`config.mk`:
```
export PLATFORM = sky130hd
export DESIGN_NAME = gf180mcu_fd_sc_mcu9t5v0__bist_drv2
export DESIGN_NICKNAME = d
export VERILOG_FILES = /design/src/rtl/gf180mcu_fd_sc_mcu9t5v0__bist_drv2_pkg.sv /design/src/rtl/gf180mcu_fd_sc_mcu9t5v0__bist_misr.sv /design/src/rtl/gf180mcu_fd_sc_mcu9t5v0__bist_drv2.sv
export SDC_FILE = /design/constraint.sdc
export NUM_CORES = 1
export LEC_CHECK = 0
export BUFFER_PORTS_ARGS = -buffer_cell sky130_fd_sc_hd__buf_4
export CAP_MARGIN = 10
export CORE_ASPECT_RATIO = 2
export CORE_MARGIN = 1.5
export CORE_UTILIZATION = 55
export CTS_CLUSTER_SIZE = 12
export DETAILED_ROUTE_END_ITERATION = 16
export GPL_ROUTABILITY_DRIVEN = 1
export PLACE_DENSITY = 0.77
export REMOVE_ABC_BUFFERS = 1
export SETUP_SLACK_MARGIN = 0.3
export SYNTH_ARGS = -nofsm -noshare
export SYNTH_HDL_FRONTEND = slang
export SYNTH_SLANG_ARGS = --single-unit
```
`constraint.sdc`:
```
create_clock -name CLK -period 2.42 [get_ports CLK]
set_input_delay 0.121 -clock CLK [delete_from_list [all_inputs] [get_ports CLK]]
set_output_delay 0.121 -clock CLK [all_outputs]
set_load 0.01 [all_outputs]
```
`src/rtl/gf180mcu_fd_sc_mcu9t5v0__bist_drv2_pkg.sv`:
```
// Shared definitions for the 2-input cell BIST driver family.
package gf180mcu_fd_sc_mcu9t5v0__bist_drv2_pkg;

    // Run sequencer states
    typedef enum logic [1:0] {
        ST_IDLE   = 2'd0,
        ST_DRIVE  = 2'd1,
        ST_SAMPLE = 2'd2,
        ST_DONE   = 2'd3
    } bist_state_e;

    // Expected ZN indexed by {A2,A1}
    localparam logic [3:0] TRUTH_NOR2 = 4'b0001;
    localparam logic [3:0] TRUTH_AND2 = 4'b1000;
    localparam logic [3:0] TRUTH_OR2  = 4'b1110;
    localparam logic [3:0] TRUTH_NAND2 = 4'b0111;
    localparam logic [3:0] TRUTH_XOR2 = 4'b0110;

    // Default MISR feedback polynomial (CCITT); lower SIG_W bits are used
    localparam logic [31:0] POLY_DEFAULT = 32'h0000_1021;

    localparam int unsigned VEC_W    = 2;
    localparam int unsigned ERR_W    = 8;
    localparam int unsigned PASS_W   = 8;
    localparam int unsigned SETTLE_W = 4;

endpackage

```
`src/rtl/gf180mcu_fd_sc_mcu9t5v0__bist_misr.sv`:
```
// Serial-input MISR response compactor; din enters at bit 0.
module gf180mcu_fd_sc_mcu9t5v0__bist_misr #(
    parameter int unsigned SIG_W = 16,
    parameter logic [31:0] POLY  = 32'h0000_1021
) (
    input  logic             CLK,
    input  logic             RN,
    input  logic             clr,
    input  logic             en,
    input  logic             din,
    output logic [SIG_W-1:0] sig
);

    localparam logic [SIG_W-1:0] POLY_W = POLY[SIG_W-1:0];

    // Signature register: clear has priority over a shift
    always_ff @(posedge CLK or negedge RN) begin
        if (!RN) begin
            sig <= '0;
        end else if (clr) begin
            sig <= '0;
        end else if (en) begin
            sig <= {sig[SIG_W-2:0], 1'b0}
                 ^ (sig[SIG_W-1] ? POLY_W : '0)
                 ^ SIG_W'(din);
        end
    end

endmodule

```
`src/rtl/gf180mcu_fd_sc_mcu9t5v0__bist_drv2.sv`:
```
// Exhaustive BIST driver for a 2-input cell: stimulus, compare, compaction.
module gf180mcu_fd_sc_mcu9t5v0__bist_drv2
    import gf180mcu_fd_sc_mcu9t5v0__bist_drv2_pkg::*;
#(
    parameter logic [3:0]  TRUTH  = TRUTH_NOR2,
    parameter int unsigned REPEAT = 4,
    parameter int unsigned SETTLE = 1,
    parameter int unsigned SIG_W  = 16,
    parameter logic [31:0] POLY   = POLY_DEFAULT
) (
    input  logic             CLK,
    input  logic             RN,
    input  logic             START,
    input  logic             ZN_IN,
    output logic             A1,
    output logic             A2,
    output logic             BUSY,
    output logic             DONE,
    output logic             PASS,
    output logic [ERR_W-1:0] ERR_CNT,
    output logic [SIG_W-1:0] SIG
);

    // With no settle time each vector is driven and sampled in a single cycle
    localparam bist_state_e            FIRST_ST    = (SETTLE == 0) ? ST_SAMPLE : ST_DRIVE;
    localparam logic [SETTLE_W-1:0]    SETTLE_LAST = SETTLE_W'((SETTLE == 0) ? 0 : SETTLE - 1);
    localparam logic [PASS_W-1:0]      LAST_PASS   = PASS_W'(REPEAT - 1);
    localparam logic [VEC_W-1:0]       LAST_VEC    = VEC_W'(3);
    localparam logic [ERR_W-1:0]       ERR_MAX     = '1;

    bist_state_e         state, state_d;
    logic [VEC_W-1:0]    vec, vec_d;
    logic [PASS_W-1:0]   pass_cnt, pass_d;
    logic [SETTLE_W-1:0] settle, settle_d;
    logic [VEC_W-1:0]    a_d;
    logic                busy_d, done_d, pass_ok_d;
    logic [ERR_W-1:0]    err_d;
    logic                misr_clr, misr_en;
    logic                mismatch;

    // Next-state and next-output logic
    always_comb begin
        state_d   = state;
        vec_d     = vec;
        pass_d    = pass_cnt;
        settle_d  = settle;
        a_d       = {A2, A1};
        busy_d    = BUSY;
        done_d    = DONE;
        pass_ok_d = PASS;
        err_d     = ERR_CNT;
        misr_clr  = 1'b0;
        misr_en   = 1'b0;
        mismatch  = 1'b0;

        case (state)
            ST_IDLE, ST_DONE: begin
                if (START) begin
                    state_d   = FIRST_ST;
                    vec_d     = '0;
                    pass_d    = '0;
                    settle_d  = '0;
                    a_d       = '0;
                    busy_d    = 1'b1;
                    done_d    = 1'b0;
                    pass_ok_d = 1'b0;
                    err_d     = '0;
                    misr_clr  = 1'b1;
                end
            end

            ST_DRIVE: begin
                settle_d = settle + SETTLE_W'(1);
                if (settle == SETTLE_LAST) begin
                    state_d = ST_SAMPLE;
                end
            end

            ST_SAMPLE: begin
                misr_en  = 1'b1;
                mismatch = (ZN_IN != TRUTH[vec]);
                if (mismatch && (ERR_CNT != ERR_MAX)) begin
                    err_d = ERR_CNT + ERR_W'(1);
                end
                settle_d = '0;
                vec_d    = vec + VEC_W'(1);
                if (vec == LAST_VEC) begin
                    pass_d = pass_cnt + PASS_W'(1);
                end
                if ((vec == LAST_VEC) && (pass_cnt == LAST_PASS)) begin
                    state_d   = ST_DONE;
                    vec_d     = '0;
                    pass_d    = '0;
                    a_d       = '0;
                    busy_d    = 1'b0;
                    done_d    = 1'b1;
                    pass_ok_d = (err_d == '0);
                end else begin
                    state_d = FIRST_ST;
                    a_d     = vec_d;
                end
            end

            default: begin
                state_d = ST_IDLE;
            end
        endcase
    end

    // State, counters and registered outputs
    always_ff @(posedge CLK or negedge RN) begin
        if (!RN) begin
            state    <= ST_IDLE;
            vec      <= '0;
            pass_cnt <= '0;
            settle   <= '0;
            A1       <= 1'b0;
            A2       <= 1'b0;
            BUSY     <= 1'b0;
            DONE     <= 1'b0;
            PASS     <= 1'b0;
            ERR_CNT  <= '0;
        end else begin
            state    <= state_d;
            vec      <= vec_d;
            pass_cnt <= pass_d;
            settle   <= settle_d;
            A1       <= a_d[0];
            A2       <= a_d[1];
            BUSY     <= busy_d;
            DONE     <= done_d;
            PASS     <= pass_ok_d;
            ERR_CNT  <= err_d;
        end
    end

    // Response compactor
    gf180mcu_fd_sc_mcu9t5v0__bist_misr #(
        .SIG_W (SIG_W),
        .POLY  (POLY)
    ) u_misr (
        .CLK (CLK),
        .RN  (RN),
        .clr (misr_clr),
        .en  (misr_en),
        .din (ZN_IN),
        .sig (SIG)
    );

endmodule

```
==> flow_summary_export.csv, run 1 <==
group,metric,value,unit
synth,synth.area.top_cells,"dfrtp_1, mux2i_1, ha_1",
cts,cts_tree,"built",
worst_setup_path,r2r-end,"ERR_CNT[4]",
placement,port_buffers,32,
layout,final_area,2810,um2
routing,totalWireLength,5.23,mm
routing,num_vias,2024,
worst_setup_path,arrival,2.16,ns
power,p_leak,0.00131,uW
worst_setup_path,worstReg2RegStart,"vec[0]",
power,total_power,2610,uW
synth,ys.flop_type,"dfrtp_1",
synth,ys_seq_area_share,44.7,%
cts,clock_latency,0.30,ns
status,status,"finished clean",
routing,drt-initial-drc-count,52,
synth,syn_avg_cell_area,9.37,um2
worst_setup_path,rrSetupSlack,0.46,ns
grt,grt_max_degree,44,
placement,place_ws,0.432,ns
synth,synth_top_family_by_area,"simple AND/OR/NAND/NOR gates",
worst_setup_path,required,2.62,ns
synth,synthMuxAreaShare,7.06,%
timing,rsz0062_at_grt,"no",
timing,skew,0.00556,ns
placement,post-dp-hpwl,3.81,mm
layout,layout-drive-gt1-share,19.9,%
timing,drv_slew,0,
min_path,worstHoldPathType,"in2reg",
cts,cts_buffer_depth,2,
placement,routabilityCongestion,0.810,
layout,final_nets,305,
grt,antenna_found_initial,0,
die,die_area,4810,um2
cts,cts_root_buf,"clkbuf_8",
timing,fin_crit_sh,81.1,%
synth,yosysUniqueCellTypes,49,
worst_setup_path,startpoint_type,"flop",
grt,grt_overflow,0,
timing,final.min_clock_period,1.96,ns
synth,async_flop_share,100,%
synth,synthSimpleGateAreaFrac,18.8,%
synth,synthCells,257,
die,core,4130,um2
power,powerDensity,928,nW/um2
synth,synth_common_cells,"dfrtp_1, nor2_1, o21ai_0, nand2_1, mux2i_1",
routing,vias_per_cell,5.88,
synth,synth-edff-count,0,
timing,worst_pin_slew,0.630,ns
die,die_w,49.8,um
timing,totalNegativeSetupSlack,0,ns
worst_setup_path,worstPathMaxFanout,10,
routing,final_antenna_net_count,0,
synth,yosysMostFrequentCell,"dfrtp_1",
synth,synth_compound_area_share,18.0,%
synth,ys_warn_count,0,
worst_setup_path,crit_path_end,"ERR_CNT[4]",
power,ir_worst_vdd,0.620,mV
die,die_h,96.6,um
synth,synth_adder_area_share,5.19,%
timing,postLayoutSetupSlackWorst,0.457,ns
synth,synth.ff_latch_count,43,
die,initial_utilization,58.3,%
cts,numCtsBuffers,5,
die,rows,33,
cts,cts.sinks,43,
worst_setup_path,reg2regPathDepth,7,
synth,yosys.area.top_type_share,44.7,%
routing,drt_pass1_iterations,4,
synth,synth_xor_area_share,1.45,%
job,drv_cap,0,
cts,htree_levels,2,
routing,drt-wirelength-per-cell,15.2,um
timing,finalSetupViolCount,0,
cts,path_clk_slew,0.09,ns
worst_setup_path,critPathCaptureType,"flop",
timing,fmax,509,MHz
synth,synth.cell_area,2410,um2
routing,drc,0,
timing,relSlewSlack,58.0,%
placement,dpl_cell_area,2690,um2
layout,area_delta_synth_final,16.7,%
grt,grt_pass1_wl,8.60,mm
worst_setup_path,critPathLaunch,"vec[0]",
layout,antenna_cells,0,
grt,grt_pass1_vias,1932,
worst_setup_path,criticalPathCategory,"reg2reg",
timing,hold_viol_final,0,
grt,grtUsageTotal,23.5,%
die,ios,33,
synth,synth_largest_area_cell,"dfrtp_1",
==> placed cells by master (no fill, tap or decap), types with 4 or more instances in the layout <==
cell type,Yosys,final
ha_1,10,9
buf_4,1,39
inv_1,13,13
a21oi_1,9,9
nor3_1,5,5
o21ai_1,6,6
dfrtp_1,43,42
a22o_1,5,5
nand2_1,18,18
o31ai_1,4,4
nand3_1,11,11
o21ai_0,21,21
nand4_1,4,4
mux2i_1,17,17
nor2_1,30,30
clkbuf_8,0,5
a31oi_1,5,5
==> metrics by stage <==
stage / std cells / hold slack (ns) / utilization, %
after CTS: 343 / 0.149 / 67.6
after global routing: 344 / 0.155 / 68.1
after floorplan: 244 / -0.175 / -
after detailed placement: 334 / 0.149 / 65.2
final: 344 / 0.161 / 68.1
after global placement: 334 / 0.146 / 65.2
==> sequential cells by signal (all words and copies together), names as in the netlist <==
signal      count
state           2
DONE            1
ERR_CNT         8
pass_cnt        8
BUSY            1
vec             2
PASS            1
settle          4
u_misr.sig     16
==> how the worst min path moves through the flow <==
stage / cells after the start / to / startpoint / slack (ns)
after floorplan: 0 / BUSY / RN / -0.17
after global placement: 1 / pass_cnt[3] / RN / 0.15
after detailed placement: 1 / pass_cnt[4] / RN / 0.15
after CTS: 3 / u_misr.sig[0] / ZN_IN / 0.15
after global routing: 3 / u_misr.sig[0] / ZN_IN / 0.16
final: 3 / u_misr.sig[0] / ZN_IN / 0.16
==> what timing repair did <==
item,4_1_cts,5_1_grt
setup buffers,0,1
hold buffers,1,0
hold endpoints to repair,43,0
endpoints found under the setup margin,0,3
resized for setup,0,3
==> cell type report <==
| class | instances | area, um2 |
|---|---|---|
| fillers | 349 | 1320 |
| repair buffers | 40 | 303 |
| clock buffers | 5 | 68.8 |
| flip-flops and latches | 43 | 1080 |
| inverters | 13 | 48.8 |
| well taps | 52 | 65.1 |
| multi-input cells | 188 | 1230 |
| clock inverters | 3 | 20.0 |
==> cells by family (layout without fill, tap and decap cells) <==
group	Yosys count	count (layout)
buffers and inverters	26	61
xor gates and xnor gates	4	4
muxes	17	17
DFF	43	43
adders and majority gates	10	10
and+or+nand+nor	89	89
AOI/OAI and AO/OA	68	68
==> power by group <==
part,total (uW),internal [uW],leakage (uW),switching (uW)
Combinational,1180,482,0.000691,698
Clock,464,201,0.0000402,263
Sequential,965,839,0.000583,127
==> metal layers <==
metal / vias to the layer above / share of wire (%) / track usage, %
li1: 978 / - / -
met1: 985 / 39 / 24.8
met2: 52 / 54 / 43.9
met3: 9 / 3.7 / 3.08
met4: 0 / 2.4 / 13.0
met5: - / 0 / 0
==> critical path, cell delays in order (launching register included) <==
cell     delay (ns)
dfrtp_2        0.42
inv_1          0.06
ha_1           0.22
xnor2_2        0.16
o21ba_1        0.45
nand4_1        0.17
a21o_1         0.20
a22o_1         0.17
Note: power is estimated with default switching activity, not from simulation.
==> run 2: changes to the inputs <==
Settings changed: ABC_AREA set to 1.
Clock period 2.42 ns to 1.89 ns, I/O delays scaled along.
==> run 2 against run 1 <==
Compared with the run above: non-clock buffer count is 3 higher; sequential power is 18% higher; setup slack got worse by 0.11 ns; critical path depth up 4; die area is 3.1% lower; count of clock-buffer cells in the layout rose by 1; wire length rose by 2.0%; cell area grew 2.4%; worst hold slack better by 0.0079 ns; area after synthesis decreased by 3.3%; global-route usage grew 1.0 points; core utilization rose by 2.4 points.
==> flow_summary_export.csv, run 2 <==
group,metric,value,unit
die,initial_utilization,57.0,%
synth,synth.area.top_cells,"dfrtp_1, nand2_1, inv_1",
timing,finalSetupViolCount,0,
layout,antenna_cells,0,
layout,final_common_cell,"nand2_1",
grt,grtUsageTotal,24.5,%
power,ir_worst_vdd,0.906,mV
cts,path_clk_slew,0.09,ns
status,status,"finished clean",
power,p_leak,0.00139,uW
die,die_area,4660,um2
cts,cts_root_buf,"clkbuf_8",
layout,final_nets,342,
placement,port_buffers,32,
grt,grt_max_degree,44,
cts,htree_levels,2,
synth,synthCells,282,
power,clock_power_share,21.8,%
layout,regMostFlops,"u_misr.sig",
layout,utilization,70.5,%
layout,largest_reg_flops,16,
layout,final_area,2880,um2
timing,fin_crit_sh,81.5,%
layout,area_delta_synth_final,23.6,%
die,rows,33,
synth,yosys.area.top_type_share,46.2,%
placement,post-dp-hpwl,3.83,mm
grt,grt_pass1_wl,8.71,mm
synth,yosysMostFrequentCell,"nand2_1",
power,switching_share,40.1,%
worst_setup_path,arrival,1.79,ns
timing,drv_slew,0,
routing,totalWireLength,5.34,mm
worst_setup_path,required,2.14,ns
timing,postLayoutSetupSlackWorst,0.350,ns
synth,synth_common_cells,"nand2_1, inv_1, dfrtp_1, o22ai_1, nand3_1",
routing,drt-wirelength-per-cell,14.0,um
timing,relSlewSlack,63.7,%
routing,drt_pass1_iterations,4,
power,total_power,3460,uW
power,comb_power_share,45.2,%
routing,drt-initial-drc-count,67,
cts,cts_buffer_depth,2,
grt,grt_pass1_vias,2005,
routing,num_vias,2079,
die,ios,33,
cts,cts_tree,"built",
timing,totalNegativeSetupSlack,0,ns
worst_setup_path,startpoint_type,"flop",
synth,ys_warn_count,0,
die,core,4090,um2
synth,synth-edff-count,0,
cts,cts.sinks,43,
job,drv_cap,0,
die,die_w,49.0,um
synth,synth_largest_area_cell,"dfrtp_1",
layout,reg.largest.list,"u_misr.sig x16, ERR_CNT x8, pass_cnt x8",
timing,rsz0062_at_grt,"yes",
placement,routabilityCongestion,0.843,
synth,syn_avg_cell_area,8.26,um2
synth,synth.ff_latch_count,43,
placement,dpl_cell_area,2620,um2
timing,fmax,649,MHz
layout,mostFrequentLayoutCells,"nand2_1, dfrtp_1, buf_4",
grt,grt_overflow,0,
cts,numCtsBuffers,5,
synth,yosysUniqueCellTypes,29,
grt,antenna_found_initial,0,
timing,final.min_clock_period,1.54,ns
routing,vias_per_cell,5.46,
synth,async_flop_share,100,%
worst_setup_path,worstPathMaxFanout,9,
cts,clock_latency,0.30,ns
power,p_sw,1390,uW
timing,skew,0.00865,ns
power,internal-power,2070,uW
synth,ys_seq_area_share,46.2,%
timing,worst_pin_slew,0.545,ns
routing,drc,0,
die,die_h,95.0,um
layout,layout-drive-gt1-share,24.6,%
synth,ys.flop_type,"dfrtp_1",
worst_setup_path,criticalPathCategory,"reg2reg",
synth,synth.cell_area,2330,um2
worst_setup_path,critPathCaptureType,"flop",
timing,hold_viol_final,0,
min_path,worstHoldPathType,"in2reg",
routing,final_antenna_net_count,0,
power,powerDensity,1200,nW/um2
power,pwr-share-seq,33.0,%
placement,place_ws,0.0717,ns
-- run 2: power by group through the flow --
stage               Sequential, uW  Combinational, uW  Clock, uW
finish                        1140               1560        755
detailed placement            1170               1260          0
CTS                           1130               1370        762
floorplan                     1180                874          0
global placement              1170               1230          0
global route                  1160               1740        788
-- run 2: area by class of cell --
type                       instances  area [um2]
clock buffer                       6        82.6
clock inverter                     2        35.0
fill                             309        1210
inverter                          48         188
multi-input combinational        187        1110
sequential                        43        1080
tap                               52        65.1
timing repair buffer              43         325
-- run 2: stage by stage --
stage | cells | hold WS, ns
floorplan | 277 | -0.201
global placement | 363 | 0.120
detailed placement | 363 | 0.122
CTS | 375 | 0.141
global route | 381 | 0.188
finish | 381 | 0.169
-- run 2: cell families after synthesis --
family	count (synthesis)	share of synthesized area, %
buffers and inverters	53	9.51
adders and majority gates	10	5.37
xor gates and xnor gates	3	1.13
AOI/OAI and AO/OA	49	12.9
DFF	43	46.2
and+or+nand+nor	124	24.9
-- run 2: worst paths after layout --
| check | from | cells past startpoint | end | slack (ns) |
|---|---|---|---|---|
| hold / removal | ZN_IN | 3 | u_misr.sig[0] | 0.17 |
| max in group asynchronous | RN | 2 | settle[3] | 1.19 |
| setup / recovery | ERR_CNT[1] | 11 | PASS | 0.35 |
| min in group asynchronous | RN | 2 | pass_cnt[2] | 0.31 |
| hold reg to reg | BUSY | 2 | BUSY | 0.49 |
| setup reg to reg | ERR_CNT[1] | 11 | PASS | 0.35 |
-- run 2: what timing repair did --
item	CTS	global route
gates cloned	0	1
hold buffers	1	0
setup endpoints to repair	36	30
gates resized for setup	3	17
pin swaps	0	5
setup buffers	3	5
hold endpoints to repair	43	0
-- run 2: worst max-delay path, cell delays in order, from the launching register on --
cell and delay (ns):
dfrtp_1 0.38, ha_1 0.20, nand2_2 0.09, nor2_4 0.16, nand2_4 0.12, nand2_4 0.08, nand2_1 0.05, nand2_1 0.08
nand2_1 0.06, nor2_1 0.12, nand3_1 0.09, nand2_1 0.06
-- run 2: layer usage --
metal	track usage, %	share of wire (%)
met3	2.98	3.1
met4	12.1	2.2
met2	46.9	57
met5	0	0
met1	25.9	37
